$ cat src/rtl/conv_bias_relu_seq.sv
// Per-channel bias sequencer for a conv2d layer.
// Rescales accumulators to Q1.7, adds the ROM bias, applies ReLU and saturates.
module conv_bias_relu_seq #(
    parameter int NUM_CH     = 16,
    parameter int NUM_PIX    = 1024,
    parameter int ACC_W      = 20,
    parameter int FRAC_SHIFT = 7,
    parameter int RELU_EN    = 1
) (
    input  logic             clk,
    input  logic             rst,
    input  logic             start,
    input  logic             in_valid,
    output logic             in_ready,
    input  logic [ACC_W-1:0] in_acc,
    output logic [15:0]      rom_row,
    output logic [15:0]      rom_col,
    input  logic [7:0]       rom_data,
    output logic             out_valid,
    input  logic             out_ready,
    output logic [7:0]       out_data,
    output logic [3:0]       out_ch,
    output logic             busy,
    output logic             done
);

    localparam int PW = (NUM_PIX > 1) ? $clog2(NUM_PIX) : 1;
    localparam logic [3:0]    CH_LAST  = 4'(NUM_CH - 1);
    localparam logic [PW-1:0] PIX_LAST = PW'(NUM_PIX - 1);
    localparam logic signed [ACC_W:0] SAT_HI = (ACC_W+1)'(127);
    localparam logic signed [ACC_W:0] SAT_LO = (ACC_W+1)'(-128);

    typedef enum logic [1:0] {
        S_IDLE,
        S_RUN,
        S_DRAIN,
        S_DONE
    } state_t;

    state_t          state_q, state_d;
    logic [3:0]      ch_cnt_q, ch_cnt_d;
    logic [PW-1:0]   pix_cnt_q, pix_cnt_d;
    logic            out_valid_q, out_valid_d;
    logic [7:0]      out_data_q, out_data_d;
    logic [3:0]      out_ch_q, out_ch_d;

    logic signed [ACC_W-1:0] acc_shift;
    logic signed [ACC_W:0]   sum;
    logic [7:0]              result;
    logic                    accept;

    // Bias is read combinationally for the beat currently on in_acc.
    always_comb begin
        acc_shift = $signed(in_acc) >>> FRAC_SHIFT;
        sum = {acc_shift[ACC_W-1], acc_shift}
            + {{(ACC_W-7){rom_data[7]}}, rom_data};
        if (RELU_EN != 0 && sum[ACC_W]) begin
            sum = '0;
        end
        if (sum > SAT_HI) begin
            result = 8'h7f;
        end else if (sum < SAT_LO) begin
            result = 8'h80;
        end else begin
            result = sum[7:0];
        end
    end

    always_comb begin
        state_d     = state_q;
        ch_cnt_d    = ch_cnt_q;
        pix_cnt_d   = pix_cnt_q;
        out_valid_d = out_valid_q;
        out_data_d  = out_data_q;
        out_ch_d    = out_ch_q;
        in_ready    = 1'b0;
        busy        = 1'b0;
        done        = 1'b0;
        accept      = 1'b0;

        if (out_valid_q && out_ready) begin
            out_valid_d = 1'b0;
        end

        unique case (state_q)
            S_IDLE: begin
                if (start) begin
                    ch_cnt_d  = '0;
                    pix_cnt_d = '0;
                    state_d   = S_RUN;
                end
            end
            S_RUN: begin
                busy     = 1'b1;
                in_ready = !out_valid_q || out_ready;
                accept   = in_valid && in_ready;
                if (accept) begin
                    out_valid_d = 1'b1;
                    out_data_d  = result;
                    out_ch_d    = ch_cnt_q;
                    if (ch_cnt_q == CH_LAST) begin
                        ch_cnt_d  = '0;
                        pix_cnt_d = pix_cnt_q + 1'b1;
                        if (pix_cnt_q == PIX_LAST) begin
                            state_d = S_DRAIN;
                        end
                    end else begin
                        ch_cnt_d = ch_cnt_q + 1'b1;
                    end
                end
            end
            S_DRAIN: begin
                busy = 1'b1;
                if (!out_valid_q || out_ready) begin
                    state_d = S_DONE;
                end
            end
            S_DONE: begin
                done    = 1'b1;
                state_d = S_IDLE;
            end
            default: state_d = S_IDLE;
        endcase
    end

    always_ff @(posedge clk) begin
        if (rst) begin
            state_q     <= S_IDLE;
            ch_cnt_q    <= '0;
            pix_cnt_q   <= '0;
            out_valid_q <= 1'b0;
            out_data_q  <= '0;
            out_ch_q    <= '0;
        end else begin
            state_q     <= state_d;
            ch_cnt_q    <= ch_cnt_d;
            pix_cnt_q   <= pix_cnt_d;
            out_valid_q <= out_valid_d;
            out_data_q  <= out_data_d;
            out_ch_q    <= out_ch_d;
        end
    end

    assign rom_row   = {12'd0, ch_cnt_q};
    assign rom_col   = '0;
    assign out_valid = out_valid_q;
    assign out_data  = out_data_q;
    assign out_ch    = out_ch_q;

endmodule

$ cat config.mk
export PLATFORM = sky130hd
export DESIGN_NAME = conv_bias_relu_seq
export DESIGN_NICKNAME = d
export VERILOG_FILES = /design/src/rtl/conv_bias_relu_seq.sv
export SDC_FILE = /design/constraint.sdc
export NUM_CORES = 1
export LEC_CHECK = 0
export ABC_CLOCK_PERIOD_IN_PS = 2500
export CAP_MARGIN = 20
export CORE_MARGIN = 3
export CORE_UTILIZATION = 40
export CTS_CLUSTER_SIZE = 40
export DETAILED_ROUTE_END_ITERATION = 6
export PLACE_DENSITY = 0.76
export SETUP_SLACK_MARGIN = 0.15
export SLEW_MARGIN = 10
export SYNTH_ARGS = -nofsm -noshare
export SYNTH_HDL_FRONTEND = slang
export SYNTH_SLANG_ARGS = --single-unit
$ cat constraint.sdc
create_clock -name clk -period 2.5 [get_ports clk]
set_input_delay 0.5 -clock clk [delete_from_list [all_inputs] [get_ports clk]]
set_output_delay 0.5 -clock clk [all_outputs]
set_load 0.01 [all_outputs]
==> results of run 1 <==
[worst paths after layout]
check	startpoint	end	depth (start not counted)
setup / recovery	in_acc[10]	out_data[4]	12
hold reg to reg	out_ch[1]	out_ch[1]	2
hold / removal	out_ch[1]	out_ch[1]	2
setup reg to reg	state_q[0]	pix_cnt_q[5]	8
[kinds of logic after synthesis]
logic type                 count (synthesis)  share of synthesized area [%]
DFF                                       29                           26.9
muxes                                      2                          0.926
other                                      1                          0.174
xor gates and xnor gates                  15                           6.43
AOI/OAI and AO/OA                         72                           21.7
adders and majority gates                 20                           11.9
buffers and inverters                     41                           12.6
and+or+nand+nor                           73                           19.5
[state kept, by name (all words and copies together) (netlist names)]
name / cells
ch_cnt_q: 4
pix_cnt_q: 10
state_q: 2
out_valid: 1
out_data: 8
out_ch: 4
[worst register-to-register path: cells and delay by family (launching register included)]
family | cells | cell delay, ns
flops | 1 | 0.37
compound gates | 2 | 0.27
simple gates | 4 | 1.02
fa+ha+maj | 1 | 0.26
buf+inv | 1 | 0.09
[timing repair]
item | CTS | global route
gates cloned | 0 | 0
setup endpoints to repair | 8 | 8
pin swaps | 23 | 20
resized for setup | 73 | 11
buffers inserted | 5 | 3
[layout make-up]
type / count / area, µm²
clock buffer: 7 / 96.3
tap: 70 / 87.6
multi-input combinational: 210 / 1650
sequential: 29 / 581
inverter: 9 / 33.8
fill: 438 / 2000
clock inverter: 1 / 5.00
timing repair buffer: 83 / 724
[cells in the final DEF (no fill, tap or decap), drive strengths merged, types with 2 or more instances in the layout]
cell and instances:
nor3 5, dlymetal6s2s 2, nor2b 3, dlygate4sd2 7, nand3 6, dfxtp 29, a211oi 3, xor2 12
buf 44, a21o 3, and2 3, and3 2, or3 4, mux2i 2, nor3b 2, clkbuf 9
inv 9, nand2b 5, nand2 19, clkdlybuf4s50 27, nor2 12, xnor2 3, o21ai 20, conb 28
or2b 2, ha 19, nand4 6, a21oi 32, o211ai 3
[stage by stage]
step                area, µm²  setup slack, ns  TNS (ns)  hold WS (ns)  utilization (%)
floorplan                2320            0.175         0         0.454                -
global placement         2850           -0.384     -2.68         0.446             55.0
detailed placement       2850           -0.455     -3.10         0.452             55.0
CTS                      3130            0.125         0         0.460             60.4
global route             3180           0.0619         0         0.496             61.4
finish                   3180            0.123         0         0.455             61.4
[layer usage]
| metal | global-route usage, % | share of wire (%) | vias to the layer above |
|---|---|---|---|
| met5 | 0 | 0 | - |
| met4 | 8.08 | 2.8 | 0 |
| met3 | 4.51 | 4.9 | 20 |
| met2 | 30.1 | 50 | 54 |
| met1 | 21.3 | 42 | 970 |
| li1 | - | - | 1011 |
[power by group]
part / total (mW) / internal [mW] / switching, mW
registers: 0.578 / 0.525 / 0.0527
logic: 1.00 / 0.485 / 0.517
clock network: 0.422 / 0.248 / 0.174
==> impl_metrics.toml, run 1 <==
[job]
max-cap-violations = 0

[route]
vias = 2055
drt_pass1_iterations = 4
drt_first_iter_violations = 136
wl_per_cell_um = 13.5
drtAntennaViolNets = 0
via_per_inst = 5.02
routed_wl_mm = 5.53
drc = 0

[sta]
rsz0062_at_grt = "true"
worst_pin_slew_ns = 0.563
max_slew_margin_pct = 62.4
max_freq_ghz = 0.421
finClkSkew_ns = 0.00393
hold_viol = 0
post-route-period-util_pct = 95.1
slew_viol_final = 0
setup_viol_count_final = 0
finalCriticalPeriod_ns = 2.38

[setup_path]
crit_slowest_cell = "o311a_4"
cpLargestDelayFamily = "compound AO/OA/AOI/OAI gates"
worstPathArrival_ns = 2.60
crit_chain = "clkdlybuf4s15_2 -> ha_4 -> buf_4 -> o211ai_1 -> o21ai_2 -> buf_4 -> nand2_1 -> o311a_4 -> o22ai_2 -> nor4_4 -> buf_6 -> a21oi_2"
startpoint_type = "primary input"
cp_num_buf_inv = 4
reg2reg_slack_ns = 0.41
max_stage_delay_ns = 0.34
crit_required_ns = 2.72
crit_top_cell = "buf_4"
setup.worst_path.end_class = "flip-flop"
cp_max_fo = 7
worstSetupPathType = "in2reg"

[pwr]
total_power_mw = 2.00
ir_drop_uv = 365
power_density_nw_per_um2 = 630
power_leakage_nw = 1.31

[floorplanning]
dieHeight_um = 79.5
core_um2 = 5170
start_util_pct = 41.8
ios = 81
std_cell_rows = 26
dieArea_um2 = 6320
die_width_um = 79.5

[synth]
yosys.cell_types.count = 55
ys.flop_type = "dfxtp_1"
avgSynthCellArea_um2 = 8.54
synth_edf_count = 0
synth_top_cell_area_share_pct = 26.9
synth-seq-area-share_pct = 26.9
ys_ff_latch = 29
yosys-top-cells-area = "dfxtp_1 (27%), ha_1 (11%), buf_4 (9.7%)"
synth_top_area_cell = "dfxtp_1"
netlist_instances = 253
synth_common_cells = "a21oi_1 (29), dfxtp_1 (29), buf_4 (28)"
yosysWarnings = 0
synthArstFlopShare_pct = 0
synth_area_um2 = 2160

[clock_tree]
ctsLongestPathBuffers = 2
cts.clk_slew.worst_paths_ns = 0.06
cts_buffers = 5
cts_hold_buffers = 0
cts.sinks = 29
htreeDepth = 2
cts_root_buf = "clkbuf_8"
clk_latency_ns = 0.28
cts_tree = "yes"

[layout]
antenna_cells = 0
drive_gt1_share_pct = 32.2
synthToLayoutAreaGrowth_pct = 47.0
nets = 391
final_cell_count_no_fill = 409

[global_routing]
grt_usage_pct = 17.9
grt_pass1_wl_mm = 9.03
grt_max_degree = 13
grt_antenna_before_repair = 0
first_global_vias = 2026
overflow = 0

[place]
hpwl_mm = 3.98
port_buffers = 45
place_inst = 393
place_congestion = 0.828

[status]
status = "completed"

[hold_path]
hp-class = "reg2reg"
Power figures use the tool's default switching activity.
==> inputs of run 2 (changes only) <==
--- a/config.mk
+++ b/config.mk
@@ -5,13 +5,13 @@
 export SDC_FILE = /design/constraint.sdc
 export NUM_CORES = 1
 export LEC_CHECK = 0
-export ABC_CLOCK_PERIOD_IN_PS = 2500
+export ABC_CLOCK_PERIOD_IN_PS = 2200
 export CAP_MARGIN = 20
 export CORE_MARGIN = 3
-export CORE_UTILIZATION = 40
+export CORE_UTILIZATION = 45
 export CTS_CLUSTER_SIZE = 40
 export DETAILED_ROUTE_END_ITERATION = 6
-export PLACE_DENSITY = 0.76
+export PLACE_DENSITY = 0.81
 export SETUP_SLACK_MARGIN = 0.15
 export SLEW_MARGIN = 10
 export SYNTH_ARGS = -nofsm -noshare
==> constraint.sdc (replaced) <==
create_clock -name clk -period 2.2 [get_ports clk]
set_input_delay 0.44 -clock clk [delete_from_list [all_inputs] [get_ports clk]]
set_output_delay 0.44 -clock clk [all_outputs]
set_load 0.01 [all_outputs]
==> run 2 against run 1 <==
The run now ends with negative setup slack left. Final cell count down 2.4%. Sequential share of layout area down 0.52 points. Highest routed layer unchanged. Cell area up 4.5%. Critical path depth down 1.
==> impl_metrics.toml, run 2 (synthesis gave the netlist of run 1 again) <==
[setup_path]
crit_required_ns = 2.36
worstPathArrival_ns = 2.39
cp_max_fo = 7
r2r_start = "state_q[1]"
startpoint_type = "primary input"
crit_top_cell = "buf_6"
cpLargestDelayFamily = "compound AO/OA/AOI/OAI gates"
crit_slowest_cell = "a2111oi_4"
crit_chain = "buf_6 -> ha_4 -> buf_6 -> a211oi_2 -> o21ai_2 -> a2111oi_4 -> nor3_2 -> xor2_1 -> nor4_4 -> buf_6 -> a21oi_2"
max_stage_delay_ns = 0.35
crit_start = "in_acc[7]"
setup.worst_path.end_class = "flip-flop"
worstSetupPathType = "in2reg"
cp_num_buf_inv = 3

[pwr]
power_switching_mw = 0.937
seqPwrFrac_pct = 27.2
clockPowerShare_pct = 19.2
power_leakage_nw = 1.41
ir_drop_uv = 293
combPwrFrac_pct = 53.6
netSwitchingFraction_pct = 37.7
p_int_mw = 1.55
power_density_nw_per_um2 = 748
total_power_mw = 2.48

[place]
hpwl_mm = 4.01
place_area_um2 = 2860
place_congestion = 0.836
place_inst = 378
port_buffers = 45

[layout]
final_common_cell = "buf_4"
nFillCells = 303
final_cell_area_um2 = 3320
synthToLayoutAreaGrowth_pct = 53.6
nets = 399
final_cell_mix = "buf_4 (41), conb_1 (28), dfxtp_1 (26)"
antenna_cells = 0
top_register = "pix_cnt_q"
largest_reg_flops = 10
final_cell_count_no_fill = 399
drive_gt1_share_pct = 39.2

[global_routing]
grt_max_degree = 13
grt_antenna_before_repair = 0
grt_usage_pct = 19.5
overflow = 0
grt_pass1_wl_mm = 8.74
first_global_vias = 1932

[sta]
max_slew_margin_pct = 57.6
post-route-period-util_pct = 102
setup_viol_count_final = 7
rsz0062_at_grt = "true"
max_freq_ghz = 0.448
hold_viol = 0
worst_pin_slew_ns = 0.634
slew_viol_final = 0
finalCriticalPeriod_ns = 2.23
setup_ws_ns = -0.0333
finClkSkew_ns = 0.00536

[status]
status = "finished with violations"
violations = "negative setup slack"

[floorplanning]
dieArea_um2 = 5670
core_um2 = 4500
ios = 81
dieHeight_um = 75.3
die_width_um = 75.3
start_util_pct = 48.0
std_cell_rows = 24

[clock_tree]
cts_root_buf = "clkbuf_8"
ctsLongestPathBuffers = 2
cts_tree = "yes"
cts.sinks = 29
cts.clk_slew.worst_paths_ns = 0.06
cts_buffers = 5
clk_latency_ns = 0.28
htreeDepth = 2

[hold_path]
hp-class = "reg2reg"
hold_start = "out_ch[0]"

[route]
routed_wl_mm = 6.45
drt_pass1_iterations = 4
drt_first_iter_violations = 124
via_per_inst = 5.40
drtAntennaViolNets = 0
drc = 0
vias = 2154
wl_per_cell_um = 16.2

[job]
max-cap-violations = 0
## run 2: timing repair
action / 4_1_cts / 5_1_grt
setup endpoints to repair: 11 / 13
buffers inserted: 4 / 9
gates resized for setup: 71 / 56
hold buffers: 0 / 0
pin swaps: 27 / 30
## run 2: final cells by class
cell class / instances / area (µm²) / share of cell area (%)
multi-input combinational: 210 / 1760 / 53.0
timing repair buffer: 91 / 769 / 23.2
sequential: 29 / 589 / 17.8
clock buffer: 7 / 96.3 / 2.90
tap: 52 / 65.1 / 1.96
inverter: 9 / 33.8 / 1.02
clock inverter: 1 / 5.00 / 0.151
## run 2: power groups by stage
stage | logic [mW] | clock network (mW) | registers (mW)
5_1_grt | 1.43 | 0.492 | 0.682
6_report | 1.33 | 0.477 | 0.676
3_5_place_dp | 1.05 | 0 | 0.661
4_1_cts | 1.14 | 0.477 | 0.659
2_1_floorplan | 0.644 | 0 | 0.673
3_3_place_gp | 1.02 | 0 | 0.658
## run 2: per-stage QoR
step | utilization, % | TNS [ns] | setup WS [ns] | hold slack (ns)
3_3_place_gp | 63.4 | -4.45 | -0.587 | 0.446
2_1_floorplan | - | -0.299 | -0.0428 | 0.454
6_report | 73.7 | -0.0818 | -0.0333 | 0.465
5_1_grt | 73.7 | -0.754 | -0.123 | 0.479
4_1_cts | 69.0 | -0.581 | -0.0903 | 0.463
3_5_place_dp | 63.4 | -4.96 | -0.675 | 0.456
## run 2: metal layers
metal | GRT usage, % | wire (µm)
met4 | 5.63 | 138
met5 | 0 | 0
met2 | 33.4 | 3300
met1 | 25.7 | 2720
met3 | 2.37 | 291
## run 2: worst min-delay path: stages (launching register included)
cell,delay (ns)
dfxtp_1,0.31
nand2_1,0.06
a21oi_1,0.06
## run 2: path summary, 6_finish.rpt
check	slack (ns)	cells after the start	end
worst min register to register	0.47	2	out_ch[0]
worst max register to register	0.19	9	out_data[3]
worst min-delay path	0.47	2	out_ch[0]
worst max-delay path	-0.03	11	out_data[3]
